## src/rtl/gates_pkg.sv

```systemverilog
// Shared types for the streaming reduction-gate block: operating mode and the
// three-bit reduction result carried between the reducer, accumulator and output register.
package gates_pkg;

    typedef enum logic {
        MODE_WORD = 1'b0,
        MODE_PKT  = 1'b1
    } gates_mode_t;

    typedef struct packed {
        logic r_and;
        logic r_or;
        logic r_xor;
    } gates_red_t;

endpackage

```

## src/rtl/gates_reduce_n.sv

```systemverilog
// Combinational WIDTH-bit AND/OR/XOR reduction of one input word.
module gates_reduce_n
    import gates_pkg::*;
#(
    parameter int WIDTH = 8
) (
    input  logic [WIDTH-1:0] data_i,
    output gates_red_t       red_o
);

    assign red_o.r_and = &data_i;
    assign red_o.r_or  = |data_i;
    assign red_o.r_xor = ^data_i;

endmodule

```

## src/rtl/gates_reduce_stream.sv

```systemverilog
// Streaming reduction block: accumulates AND/OR/XOR and a saturating beat count over a
// packet (or a single word) and presents the result in a handshaked output register.
module gates_reduce_stream
    import gates_pkg::*;
#(
    parameter int WIDTH = 8,
    parameter int CNT_W = 8
) (
    input  logic             clk,
    input  logic             rst_n,
    input  logic             mode,
    input  logic [WIDTH-1:0] in_data,
    input  logic             in_last,
    input  logic             in_valid,
    output logic             in_ready,
    output logic             out_and,
    output logic             out_or,
    output logic             out_xor,
    output logic [CNT_W-1:0] out_beats,
    output logic             out_sat,
    output logic             out_valid,
    input  logic             out_ready
);

    localparam logic [CNT_W-1:0] CNT_MAX = {CNT_W{1'b1}};
    localparam logic [CNT_W-1:0] CNT_ONE = CNT_W'(1'b1);

    gates_red_t       red_s;
    gates_red_t       cmb_red_s;
    logic [CNT_W-1:0] cmb_cnt_s;
    logic             cmb_sat_s;
    logic             accept_s;
    logic             term_s;

    gates_red_t       acc_red_q;
    logic [CNT_W-1:0] acc_cnt_q;
    logic             acc_sat_q;
    logic             acc_vld_q;

    gates_red_t       out_red_q;
    logic [CNT_W-1:0] out_cnt_q;
    logic             out_sat_q;
    logic             out_vld_q;

    gates_reduce_n #(.WIDTH(WIDTH)) u_reduce (
        .data_i (in_data),
        .red_o  (red_s)
    );

    assign in_ready = !out_vld_q || out_ready;
    assign accept_s = in_valid && in_ready;
    assign term_s   = (gates_mode_t'(mode) == MODE_WORD) || in_last;

    // Combine the incoming beat with accumulated history; an empty accumulator starts fresh.
    always_comb begin
        cmb_red_s = red_s;
        cmb_cnt_s = CNT_ONE;
        cmb_sat_s = 1'b0;
        if (acc_vld_q) begin
            cmb_red_s.r_and = acc_red_q.r_and & red_s.r_and;
            cmb_red_s.r_or  = acc_red_q.r_or  | red_s.r_or;
            cmb_red_s.r_xor = acc_red_q.r_xor ^ red_s.r_xor;
            if (acc_cnt_q == CNT_MAX) begin
                cmb_cnt_s = CNT_MAX;
            end else begin
                cmb_cnt_s = acc_cnt_q + CNT_ONE;
            end
            cmb_sat_s = acc_sat_q || (cmb_cnt_s == CNT_MAX);
        end else begin
            cmb_sat_s = (CNT_ONE == CNT_MAX);
        end
    end

    // Accumulator and output register update with the valid/ready handshake.
    always_ff @(posedge clk or negedge rst_n) begin
        if (!rst_n) begin
            acc_red_q <= '0;
            acc_cnt_q <= '0;
            acc_sat_q <= 1'b0;
            acc_vld_q <= 1'b0;
            out_red_q <= '0;
            out_cnt_q <= '0;
            out_sat_q <= 1'b0;
            out_vld_q <= 1'b0;
        end else begin
            if (accept_s && term_s) begin
                out_red_q <= cmb_red_s;
                out_cnt_q <= cmb_cnt_s;
                out_sat_q <= cmb_sat_s;
                out_vld_q <= 1'b1;
                acc_vld_q <= 1'b0;
            end else if (accept_s) begin
                acc_red_q <= cmb_red_s;
                acc_cnt_q <= cmb_cnt_s;
                acc_sat_q <= cmb_sat_s;
                acc_vld_q <= 1'b1;
                if (out_ready) begin
                    out_vld_q <= 1'b0;
                end else begin
                    out_vld_q <= out_vld_q;
                end
            end else if (out_ready) begin
                out_vld_q <= 1'b0;
            end else begin
                out_vld_q <= out_vld_q;
            end
        end
    end

    assign out_and   = out_red_q.r_and;
    assign out_or    = out_red_q.r_or;
    assign out_xor   = out_red_q.r_xor;
    assign out_beats = out_cnt_q;
    assign out_sat   = out_sat_q;
    assign out_valid = out_vld_q;

endmodule

```

## config.mk

```make
export PLATFORM = sky130hd
export DESIGN_NAME = gates_reduce_stream
export DESIGN_NICKNAME = d
export VERILOG_FILES = /design/src/rtl/gates_pkg.sv /design/src/rtl/gates_reduce_n.sv /design/src/rtl/gates_reduce_stream.sv
export SDC_FILE = /design/constraint.sdc
export NUM_CORES = 1
export LEC_CHECK = 0
export ABC_AREA = 1
export BUFFER_PORTS_ARGS = -buffer_cell sky130_fd_sc_hd__buf_2
export CORE_MARGIN = 1
export CORE_UTILIZATION = 39
export DETAILED_ROUTE_END_ITERATION = 16
export GPL_TIMING_DRIVEN = 0
export MAX_ROUTING_LAYER = met4
export PLACE_DENSITY_LB_ADDON = 0.12
export RECOVER_POWER = 100
export SLEW_MARGIN = 20
export SYNTH_ARGS = -nofsm -noshare
export SYNTH_HDL_FRONTEND = slang
export SYNTH_SLANG_ARGS = --single-unit
```

## constraint.sdc

```tcl
create_clock -name clk -period 1.89 [get_ports clk]
set_input_delay 0 -clock clk [delete_from_list [all_inputs] [get_ports clk]]
set_output_delay 0 -clock clk [all_outputs]
set_load 0.02 [all_outputs]
```

==> Word level (Yosys, flattened, before mapping) <==
Cells that the tools add are included.
{ "op_classes": {"add_sub_neg": 1, "n_eq_ne": 2, "n_mux": 9, "n_bitwise": 5, "n_reduce_logical": 12} }
{ "op_table": {"columns": ["cell", "count"], "rows": [
  ["$mux W8", 3],
  ["$eq A8 B8 Y1 const B", 2],
  ["$add A8 B1 Y8 const B", 1],
  ["$reduce_and A8 Y1", 1],
  ["$reduce_or A8 Y1", 1],
  ["$reduce_xor A8 Y1", 1],
  ["$mux W1", 5],
  ["$reduce_bool A2 Y1", 2],
  ["$logic_or A1 B1 Y1", 3],
  ["$mux W3", 1],
  ["$logic_and A1 B1 Y1", 2],
  ["$not A1 Y1", 2],
  ["$reduce_and A2 Y1", 1],
  ["$and A1 B1 Y1", 1],
  ["$logic_not A1 Y1", 1],
  ["$or A1 B1 Y1", 1],
  ["$xor A1 B1 Y1", 1]
]} }
{ "word_totals": {"ff_bits": 26, "in_bits": 14, "word_cells": 41} }

==> Depth between registers and ports, before layout <==
Gate-level depths: netlist of the first run.
{ "logic_depth": {"word_depth": 6, "ltp_mapped": 11, "depth_no_buf": 11} }

==> Cells and area by module <==
From an unflattened synthesis of the first run, not the netlist that was laid out.
{ "hier_totals": {"cells_unflattened": 206, "hier_area_um2": 1521.5} }
{ "modules_own_cells": {"columns": ["module", "instances", "cells_per_inst", "area_each_um2", "seq_area_each_um2"], "rows": [
  ["gates_reduce_stream", 1, 167, 1302.5, 650.6],
  ["gates_reduce_n", 1, 39, 219.0, 0.0]
]} }

==> Worst setup path before layout of the first run <==
Ideal clock, no wire load.
{ "synth_timing": {"path_kind": "flip-flop to flip-flop", "start": "register out_vld_q (netlist: out_valid)", "end": "register out_cnt_q[4] (netlist: out_beats[4])", "arrival_ns": 1.376, "path_slack_ns": 0.387, "stages_incl_launch_ff": 8, "synth_period_minus_slack_ns": 1.503, "path_cell_list": "dfrtp_1 nand2_2 nand2_2 a21oi_4 inv_2 buf_2 nand2_1 o21ai_0"} }
{ "synth_via": {"elab_chain_cells": 4} }
{ "synth_lines": {"columns": ["element", "line", "rtl"], "rows": [
  ["from (decl)", "gates_reduce_stream.sv:43", "logic out_vld_q;"],
  ["from (signal assigned)", "gates_reduce_stream.sv:100", "out_vld_q <= out_vld_q;"],
  ["from (signal assigned)", "gates_reduce_stream.sv:105", "out_vld_q <= out_vld_q;"],
  ["$logic_not A1 Y1", "gates_reduce_stream.sv:50", "assign in_ready = !out_vld_q || out_ready;"],
  ["$logic_or A1 B1 Y1", "gates_reduce_stream.sv:50", null],
  ["via in_ready", "gates_reduce_stream.sv:15", "output logic in_ready,"],
  ["$logic_and A1 B1 Y1", "gates_reduce_stream.sv:51", "assign accept_s = in_valid && in_ready;"],
  ["$logic_and A1 B1 Y1", "gates_reduce_stream.sv:86", "if (accept_s && term_s) begin"],
  ["to (signal assigned)", "gates_reduce_stream.sv:88", "out_cnt_q <= cmb_cnt_s;"],
  ["to (decl)", "gates_reduce_stream.sv:41", "logic [CNT_W-1:0] out_cnt_q;"]
]} }
The timed path passes the listed nets, and every way through them passes these cells.
A chain may end at the register's enable or synchronous reset.

==> Worst setup path after layout of the first run <==
{ "layout_timing": {"start": "register out_vld_q (netlist: out_valid)", "end": "register out_cnt_q[4] (netlist: out_beats[4])"} }
{ "layout_via": {"elab_chain_cells": 4} }
{ "layout_lines": {"columns": ["element", "line"], "rows": [
  ["$logic_not A1 Y1", "gates_reduce_stream.sv:50"],
  ["$logic_or A1 B1 Y1", "gates_reduce_stream.sv:50"],
  ["$logic_and A1 B1 Y1", "gates_reduce_stream.sv:51"],
  ["$logic_and A1 B1 Y1", "gates_reduce_stream.sv:86"]
]} }
No other way between the ends.

==> results of run 1 <==
-- worst reg2reg max path, stage by stage, from the launching register on --
cell and delay, ps:
dfrtp_1 390, nand2_1 120, nand2_2 110, a21oi_4 290
inv_1 230, clkbuf_2 260, nand2_1 90, o21ai_0 80
-- worst paths after layout --
path                               from           end  slack [ps]
min in group asynchronous         rst_n  acc_cnt_q[1]         580
min reg2reg                out_beats[0]  out_beats[0]         480
max reg2reg                   out_valid  out_beats[4]         200
min                                mode       out_xor          70
max                           out_valid  out_beats[4]         200
max in group asynchronous         rst_n  acc_cnt_q[7]         500
-- through the flow --
stage                     hold slack, ps  setup slack [ps]   util  instances
final                               66.6               195  0.485        262
after global routing                86.2              9.56  0.485        262
after CTS                           70.4               246  0.492        262
after detailed placement            38.9               275  0.474        257
after global placement              39.1               301  0.474        257
after floorplan                     -296               387      -        184
-- metal layers --
metal,GRT usage,vias up
met1,0.217,558
met5,-,-
met4,0.0581,0
met3,0.0164,5
met2,0.255,26
li1,-,637
-- cell families after synthesis --
| kind of cell | after synthesis | share of synthesized area |
|---|---|---|
| and+or+nand+nor | 94 | 0.274 |
| buffers and inverters | 26 | 0.0713 |
| DFF | 26 | 0.452 |
| AOI/OAI and AO/OA | 23 | 0.0878 |
| adders and majority gates | 9 | 0.0783 |
| xor gates and xnor gates | 6 | 0.0365 |
-- synthesized netlist by cell type --
library cell	n	area share
nor2_1	9	0.023
xnor2_1	2	0.012
a21oi_1	5	0.017
nor2_4	2	0.016
clkbuf_1	1	0.0026
nand2_2	3	0.013
buf_2	1	0.0035
nand2_1	68	0.18
inv_2	2	0.0052
inv_1	21	0.055
o21ai_1	2	0.0070
buf_4	1	0.0052
nand3_1	9	0.031
nand4_1	2	0.0087
o21ai_0	15	0.052
ha_1	9	0.078
dfrtp_1	26	0.45
a21oi_4	1	0.011
xor2_1	4	0.024
nor2_2	1	0.0044
-- power by group through the flow --
stage	registers [W]	clock network [W]	logic [W]
4_1_cts	0.000684	0.000321	0.000379
3_5_place_dp	0.000695	0	0.000373
2_1_floorplan	0.000735	0	0.000211
3_3_place_gp	0.000690	0	0.000368
5_1_grt	0.000695	0.000341	0.000411
6_report	0.000684	0.000313	0.000361
-- placed cells by master (no fill, tap or decap), drive strengths merged, types with 4 or more instances in the layout --
cell type   n
a21oi       6
buf        12
clkbuf     21
dfrtp      26
ha          9
inv        23
nand2      71
nand3       9
nor2       12
o21ai      17
xor2        4
-- area by class of cell --
class	instances	area [um2]	area share
buffer	3	13.8	0.00825
tap	46	57.6	0.0345
sequential	26	651	0.390
clock buffer	3	41.3	0.0247
timing repair buffer	29	136	0.0817
multi-input combinational	132	683	0.409
inverter	23	86.3	0.0517
-- sequential cells by signal, indices dropped and copies added, names as in the netlist --
name,count
out_valid,1
out_sat,1
out_or,1
acc_sat_q,1
out_beats,8
out_and,1
out_xor,1
acc_red_q,3
acc_cnt_q,8
acc_vld_q,1
==> metrics, run 1 <==
status finished, final reports clean; Layout area overhead 16.0%; fin nets 241; RD Place Congestion 0.814; Sink Count 26; CTS resizes 0; dpl hpwl 2210 um; Worst-Skew Late Latency 270 ps; number of synthesized register bits 26; Die W 62.7 um; Synth Warn # 0; initial antenna violation count 0; Worst setup SP type register; vias 1226; CP required 2040 ps; clock root buffer clkbuf_8; initial core utilization 0.418; Cell Area, Synth 0.00144 mm2; CP peak stage delay 390 ps; Power Dens Cells 813 mW/mm2; fin crit period 1690 ps; CP top delay family buffers and inverters; Crit Path Category reg2reg; WL met1 1480 um; Pre-Repair DR Iteration Count 4; slew margin rel. 0.0648; Critical Path AT 1840 ps; Post-DP Area 0.00163 mm2; final hold vios 0; drt drc 0; Sw Pwr 0.000463 W; Mean Syn Cell Area 7.82 um2; post-synthesis net count 207; Hold Path Stages 4; Netlist cell types 20; Max Freq 590 MHz; htree depth 1; type of the tightest min-delay check in2reg; Stages on worst setup path 7; Pleak 0.850 nW; I/O pin cnt 28; Clock Tree Buf Depth 2; fin crit share 0.897; met2 wire len 1310 um; Seq/Total Area, Yosys 0.452; Worst Clk Skew 3.16 ps; Max-Cap Viols 0; 1st-iter DRT viols 46; Routed Antenna Nets 0; vias in the first global route 1132; WL met3 111 um; hold_buf cts 2; input/output buffers 27; fillers 376; clk slew on worst S/H paths 90 ps; FP Rows 21; maximum number of pins on one net before global-route repair 27; Sw Share 0.341; Slew Limit Fails 0; r2r worst-path depth 7; first-pass GRT wire length 4930 um; crit path max fanout 10; uppermost routed layer met4; CP endpoint kind register; clock share of power 0.230; CP dominant cell by count nand2_1; RSZ-0062 raised after global routing false; Tightest Pin Transition 1400 ps; Finished Cell Area 0.00167 mm2; aggregate negative setup slack 0 ps; Pint 0.000894 W; Post-CTS Setup Repair Bufs 0; TritonCTS Buffers 3; ANT cells 0; gr usage total 0.162; Vert. Die Dim 62.7 um; Critical Path Slowest Stage Cell dfrtp_1; via/cell ratio 4.68; Crit path buffers/inverters 2; Comb power frac 0.266; peak supply drop 0.290 mV; share of cells above drive strength 1 0.111; GRT overflow 0; Design Power 0.00136 W; Synth Instances 184; share of power burned in registers 0.504; Wirelength per Cell 11.2 um; crit-path cells nand2_1, nand2_2, a21oi_4, inv_1, clkbuf_2, nand2_1, o21ai_0; core region area 0.00344 mm2; Setup violations, final 0; CTS tree done; WL final 2930 um; Die ar. 0.00394 mm2
Note: power is estimated with default switching activity, not from simulation.
==> inputs of run 2 (changes only) <==
--- a/config.mk
+++ b/config.mk
@@ -6,10 +6,10 @@
 export NUM_CORES = 1
 export LEC_CHECK = 0
 export ABC_AREA = 1
-export BUFFER_PORTS_ARGS = -buffer_cell sky130_fd_sc_hd__buf_2
 export CORE_MARGIN = 1
 export CORE_UTILIZATION = 39
 export DETAILED_ROUTE_END_ITERATION = 16
+export DONT_BUFFER_PORTS = 1
 export GPL_TIMING_DRIVEN = 0
 export MAX_ROUTING_LAYER = met4
 export PLACE_DENSITY_LB_ADDON = 0.12
==> run 2 against run 1 <==
  * Clock skew grew 5.7 ps
  * Core utilization shrank 1.3 points
  * Register-to-register slack lost 20 ps
  * Count of clock-buffer cells in the layout grew 1
  * Clock power grew 17%
  * Sequential share of layout area grew 1.1 points
  * Combinational power shrank 21%
  * Final area shrank 2.8%
  * Maximum frequency shrank 1.2%
  * Routed wire length grew 4.1%
  * First-iteration DRC count grew 22%
  * Critical path type unchanged
  * Highest routed layer unchanged
==> metrics, run 2 (same netlist as run 1, synthesis figures left out) <==
status finished, final reports clean; share of cells above drive strength 1 0.0964 (-0.0147); Vert. Die Dim 62.7 um (unchanged); Finished Layout Cells 243 (-7.3%); fin crit share 0.908 (+0.0109); Tightest Pin Transition 1400 ps (-7.56 ps); via/cell ratio 4.78 (+2.1%); fillers 356 (-5.3%); RSZ-0062 raised after global routing false; fin nets 221 (-8.3%); type of the tightest min-delay check in2reg; ANT cells 0 (unchanged); CP peak stage delay 470 ps (+80 ps); slew margin rel. 0.0698 (+0.00504); Die W 62.7 um (unchanged); initial antenna violation count 0 (unchanged); gr usage total 0.179 (+0.0170); Worst Hold Launch in_last; most common cell after layout, fill and taps aside nand2_1; Hold Path Stages 4 (unchanged); CTS resizes 0 (unchanged); CP endpoint kind register; Hold Path End out_beats[7]; Finished Cell Area 0.00162 mm2 (-2.8%); Slew Limit Fails 0 (unchanged); dpl hpwl 2200 um (-0.25%); htree depth 1 (unchanged); Worst R2R End acc_cnt_q[4]; Critical Path AT 1880 ps (+40 ps); Clock Tree Buf Depth 2 (unchanged); maximum number of pins on one net before global-route repair 27 (unchanged); Design Power 0.00139 W (+2.4%); aggregate negative setup slack 0 ps (unchanged); r2r setup slk 170 ps (-20 ps); Pre-Repair DR Iteration Count 4 (unchanged); core region area 0.00344 mm2 (unchanged); Worst-Skew Late Latency 270 ps (about the same); clk slew on worst S/H paths 100 ps (about the same); Die ar. 0.00394 mm2 (unchanged); Wirelength per Cell 12.5 um (+12%); clock root buffer clkbuf_8; worst r2r src out_valid; Post-DP Area 0.00150 mm2 (-8.3%); vias in the first global route 1129 (-0.27%); CP top delay family flip-flops; r2r worst-path depth 7 (unchanged); input/output buffers 0 (-100%); CTS tree done; Crit path buffers/inverters 2 (unchanged); CP required 2050 ps (about the same); final core utilization 0.471 (-0.0134); Setup violations, final 0 (unchanged); Max Freq 583 MHz (-1.2%); Sink Count 26 (unchanged); crit path max fanout 10 (unchanged); 1st-iter DRT viols 56 (+22%); Layout area overhead 12.8%; commonest non-fill, non-tap cells in the layout nand2_1, dfrtp_1, inv_1; first-pass GRT wire length 5290 um (+7.4%); vias 1161 (-5.3%); peak supply drop 0.302 mV (+4.0%); placed cells 230 (-11%); Critical Path Slowest Stage Cell dfrtp_1; FP Rows 21 (unchanged); drt drc 0 (unchanged); Power Dens Cells 856 mW/mm2 (+5.3%); WL final 3050 um (+4.1%); Pleak 0.822 nW (-3.3%); Worst Clk Skew 8.87 ps (+5.71 ps); fin crit period 1720 ps (+20.6 ps); Crit Path Category reg2reg; RD Place Congestion 0.852 (+4.6%); Worst setup SP type register; worst setup path startpoint out_valid; GRT overflow 0 (unchanged); CP dominant cell by count nand2_2; I/O pin cnt 28 (unchanged); Max-Cap Viols 0 (unchanged); initial core utilization 0.418 (unchanged); TritonCTS Buffers 3 (unchanged); final hold vios 0 (unchanged); Routed Antenna Nets 0 (unchanged); crit-path cells nand2_2, nand2_2, a21oi_4, nor2_4, inv_2, clkbuf_2, o21ai_0
run 2: what timing repair did:
action	4_1_cts	5_1_grt
hold buffers	5	0
setup endpoints to repair	0	2
setup buffers	0	4
hold endpoints to repair	34	0
run 2: worst min-delay path, delay by kind of cell:
family          cells  cell delay [ps]
buf+inv             1               70
simple gates        2              110
compound gates      1               90
run 2: per-layer routing:
layer / up-vias / GRT usage / part of all wire
li1: 594 / - / -
met1: 530 / 0.238 / 0.49
met2: 33 / 0.276 / 0.45
met3: 4 / 0.0310 / 0.050
met4: 0 / 0.0610 / 0.013
met5: - / - / 0
run 2: how the worst max path moves through the flow:
stage	slack, ps	to	cells past startpoint
5_1_grt	20	acc_sat_q	11
2_1_floorplan	390	out_beats[4]	7
3_5_place_dp	130	out_beats[4]	7
6_report	170	acc_cnt_q[4]	7
4_1_cts	110	out_beats[4]	7
3_3_place_gp	170	out_beats[5]	7
run 2: final cells by class:
class / instances / area (um2) / area share
tap: 46 / 57.6 / 0.0355
clock buffer: 4 / 55.1 / 0.0339
timing repair buffer: 9 / 73.8 / 0.0455
buffer: 3 / 13.8 / 0.00848
inverter: 23 / 86.3 / 0.0532
sequential: 26 / 651 / 0.401
multi-input combinational: 132 / 686 / 0.423
run 2: per-stage QoR:
| step | setup WS (ps) | hold slack (ps) |
|---|---|---|
| after floorplan | 387 | -296 |
| after global placement | 166 | -295 |
| after detailed placement | 126 | -295 |
| after CTS | 109 | 59.3 |
| after global routing | 15.8 | 57.3 |
| final | 175 | 42.1 |
run 2: where the power goes:
part           leakage, nW  internal, W  switching, W  total [W]
Combinational        0.450     0.000107      0.000179   0.000286
Clock               0.0288     0.000186      0.000179   0.000365
Sequential           0.343     0.000631      0.000107   0.000738
Total                0.822     0.000925      0.000465    0.00139
==> inputs of run 3 (changes only) <==
--- a/config.mk
+++ b/config.mk
@@ -5,16 +5,14 @@
 export SDC_FILE = /design/constraint.sdc
 export NUM_CORES = 1
 export LEC_CHECK = 0
-export ABC_AREA = 1
+export ABC_AREA = 0
 export CORE_MARGIN = 1
 export CORE_UTILIZATION = 39
 export DETAILED_ROUTE_END_ITERATION = 16
 export DONT_BUFFER_PORTS = 1
-export GPL_TIMING_DRIVEN = 0
 export MAX_ROUTING_LAYER = met4
 export PLACE_DENSITY_LB_ADDON = 0.12
 export RECOVER_POWER = 100
-export SLEW_MARGIN = 20
 export SYNTH_ARGS = -nofsm -noshare
 export SYNTH_HDL_FRONTEND = slang
 export SYNTH_SLANG_ARGS = --single-unit
==> run 3 against run 2 <==
  * The flow now finishes with violations (hold timing)
  * Area after synthesis rose by 3.4%
  * Final cell count fell by 14%
  * Non-clock buffer count shrank 6
  * Total power decreased by 0.73%
  * Clock power is essentially flat
  * Critical path depth shrank 2
  * Routed wire length grew 3.6%
  * Setup slack better by 50 ps
  * Die area rose by 3.3%
  * Final area fell by 3.4%
  * Critical endpoint is now acc_cnt_q[2]
==> metrics, run 3 <==
status finished, violations left; failing checks hold timing; CP required 2090 ps (+40 ps); final core utilization 0.428 (-0.0432); Worst setup SP type register; Netlist cell types 35 (+75%); top post-synthesis cells by area dfrtp_1, ha_1, nand2_1; WL final 3160 um (+3.6%); aggregate negative setup slack 0 ps (unchanged); hold_ws -1.37 ps (-43.4 ps); fin crit period 1670 ps (-50.0 ps); Routed Antenna Nets 0 (unchanged); CP dominant cell by count a21oi_1; I/O pin cnt 28 (unchanged); gr usage total 0.180 (+0.000796); Design Power 0.00138 W (-0.73%); slew margin rel. 0.0588 (-0.0111); Vert. Die Dim 63.8 um (+1.6%); RSZ-0062 raised after global routing false; Cell Area, Synth 0.00149 mm2 (+3.4%); via/cell ratio 5.39 (+13%); mux cell area share after synthesis 0.0177 (+0.0177); drt drc 0 (unchanged); r2r setup slk 220 ps (+50 ps); vias in the first global route 1174 (+4.0%); XOR/XNOR Fraction of Synth Area 0.0353 (-0.00120); commonest non-fill, non-tap cells in the layout nand2_1, dfrtp_1, o21ai_0; Yosys top cell by area dfrtp_1; peak supply drop 0.329 mV (+9.0%); placed cells 203 (-12%); Post-Synth Adder-Cell Area 0.0757 (-0.00257); Max Freq 600 MHz (+3.0%); Clock Tree Buf Depth 2 (unchanged); Wirelength per Cell 15.0 um (+20%); Pleak 0.739 nW (-10%); Post-Synth Simple-Gate Area 0.216 (-0.0578); number of synthesized register bits 26 (unchanged); uppermost routed layer met4; TritonCTS Buffers 3 (unchanged); final hold vios 1 (+1); Power Dens Cells 880 mW/mm2 (+2.8%); Hold Path End out_valid; Pre-Repair DR Iteration Count 4 (unchanged); Slew Limit Fails 0 (unchanged); 1st-iter DRT viols 63 (+13%); Max-Cap Viols 0 (unchanged); clock root buffer clkbuf_8; Die ar. 0.00407 mm2 (+3.3%); worst r2r src out_valid; WL met1 1500 um (+1.3%); CTS resizes 0 (unchanged); Worst Hold Launch out_ready; Post-CTS Setup Repair Bufs 0 (unchanged); CP peak stage delay 490 ps (+20 ps); Worst R2R End acc_cnt_q[2]; Worst-Skew Late Latency 270 ps (about the same); CP endpoint kind register; compound-cell area share of the yosys netlist 0.148 (+0.0602); met2 wire len 1510 um (+9.9%); Crit Path Category reg2reg; Critical Path Slowest Stage Cell dfrtp_1; Synth top cells by count dfrtp_1, nand2_1, a21oi_1; Hold Path Stages 2 (-2); initial antenna violation count 0 (unchanged); first-pass GRT wire length 5490 um (+3.6%); Tightest Pin Transition 1410 ps (+16.6 ps); htree depth 1 (unchanged); Finished Layout Cells 210 (-14%); vias 1131 (-2.6%); WL met3 126 um (-17%); type of the tightest min-delay check in2reg; crit-path cells nand2b_4, and4b_1, clkbuf_1, a21oi_1, a21oi_1; Critical Path AT 1860 ps (-20 ps); share of the synthesized area in the top cell type 0.437 (-0.0148); largest family of logic cells by synthesized area simple AND/OR/NAND/NOR gates; ANT cells 0 (unchanged); CTS tree done; fin nets 186 (-16%); Setup violations, final 0 (unchanged); share of cells above drive strength 1 0.0617 (-0.0347); GRT overflow 0 (unchanged); RD Place Congestion 0.907 (+6.5%); initial core utilization 0.406 (-0.0117); Mean Syn Cell Area 9.18 um2 (+17%); number of synthesized flops with an enable pin 0 (unchanged); fin crit share 0.881 (-0.0265); Seq/Total Area, Yosys 0.437 (-0.0148); Layout area overhead 5.38%; FP Rows 22 (+4.8%); Worst Clk Skew 2.54 ps (-6.33 ps); r2r worst-path depth 5 (-2); input/output buffers 0 (unchanged); Most used DFF post-synth dfrtp_1; Synth Instances 162 (-12%); ys async rst share 1.00 (unchanged); post-synthesis net count 185 (-11%); dpl hpwl 2290 um (+4.3%); clk slew on worst S/H paths 90 ps (about the same); core region area 0.00366 mm2 (+6.4%); Sink Count 26 (unchanged); Synth Warn # 0 (unchanged); Post-DP Area 0.00150 mm2 (+0.25%); crit path max fanout 11 (+1); Finished Cell Area 0.00157 mm2 (-3.4%); maximum number of pins on one net before global-route repair 27 (unchanged); Die W 63.8 um (+1.6%)
-- run 3: cell types whose count changed after synthesis, sizes merged, moves of 4 or more --
cell / delta
a21oi: +11
and3: +4
buf: +8
inv: -14
nand2: -45
nand3: -4
nor2: -4
-- run 3: cell families after synthesis --
family,Yosys count
compound gates,41
xor+xnor,6
fa+ha+maj,9
buf+inv,19
flops,26
mux,2
simple gates,59
-- run 3: worst max-delay path by stage --
stage	from	end	slack, ps	cells after the start
2_1_floorplan	acc_cnt_q[0]	out_beats[6]	440	7
3_3_place_gp	out_valid	out_beats[0]	310	4
3_5_place_dp	acc_cnt_q[0]	out_beats[2]	300	5
4_1_cts	acc_cnt_q[0]	acc_cnt_q[5]	260	5
5_1_grt	acc_cnt_q[0]	out_beats[2]	70	5
6_report	out_valid	acc_cnt_q[2]	220	5
-- run 3: timing repair --
item	4_1_cts	5_1_grt
hold endpoints to repair	27	0
hold buffers	3	0
setup endpoints to repair	0	0
-- run 3: metrics by stage --
step	hold slack (ps)	setup slack [ps]
final	-1.37	225
after floorplan	-296	443
after CTS	4.85	258
after global placement	-295	309
after global routing	0.343	67.9
after detailed placement	-295	301
-- run 3: final cells by class --
| type | count | area [um2] |
|---|---|---|
| multi-input cells | 117 | 729 |
| flip-flops and latches | 26 | 651 |
| clock buffers | 4 | 55.1 |
| fillers | 374 | 2090 |
| inverters | 9 | 33.8 |
| well taps | 48 | 60.1 |
| repair buffers | 6 | 38.8 |
-- run 3: routing by layer --
| metal | GRT usage | up-vias |
|---|---|---|
| li1 | - | 560 |
| met3 | 0.0357 | 2 |
| met1 | 0.228 | 545 |
| met2 | 0.290 | 24 |
| met4 | 0.0568 | 0 |
| met5 | - | - |
-- run 3: power by group --
group	total (W)	internal [W]	switching [W]
registers	0.000753	0.000633	0.000120
clock network	0.000364	0.000186	0.000178
logic	0.000263	0.000116	0.000147
total	0.00138	0.000934	0.000445
-- run 3: critical path: cells and delay by family, from the launching register on --
kind            cells  cell delay [ps]
buf+inv             1              420
compound gates      2              270
flops               1              490
simple gates        2              410
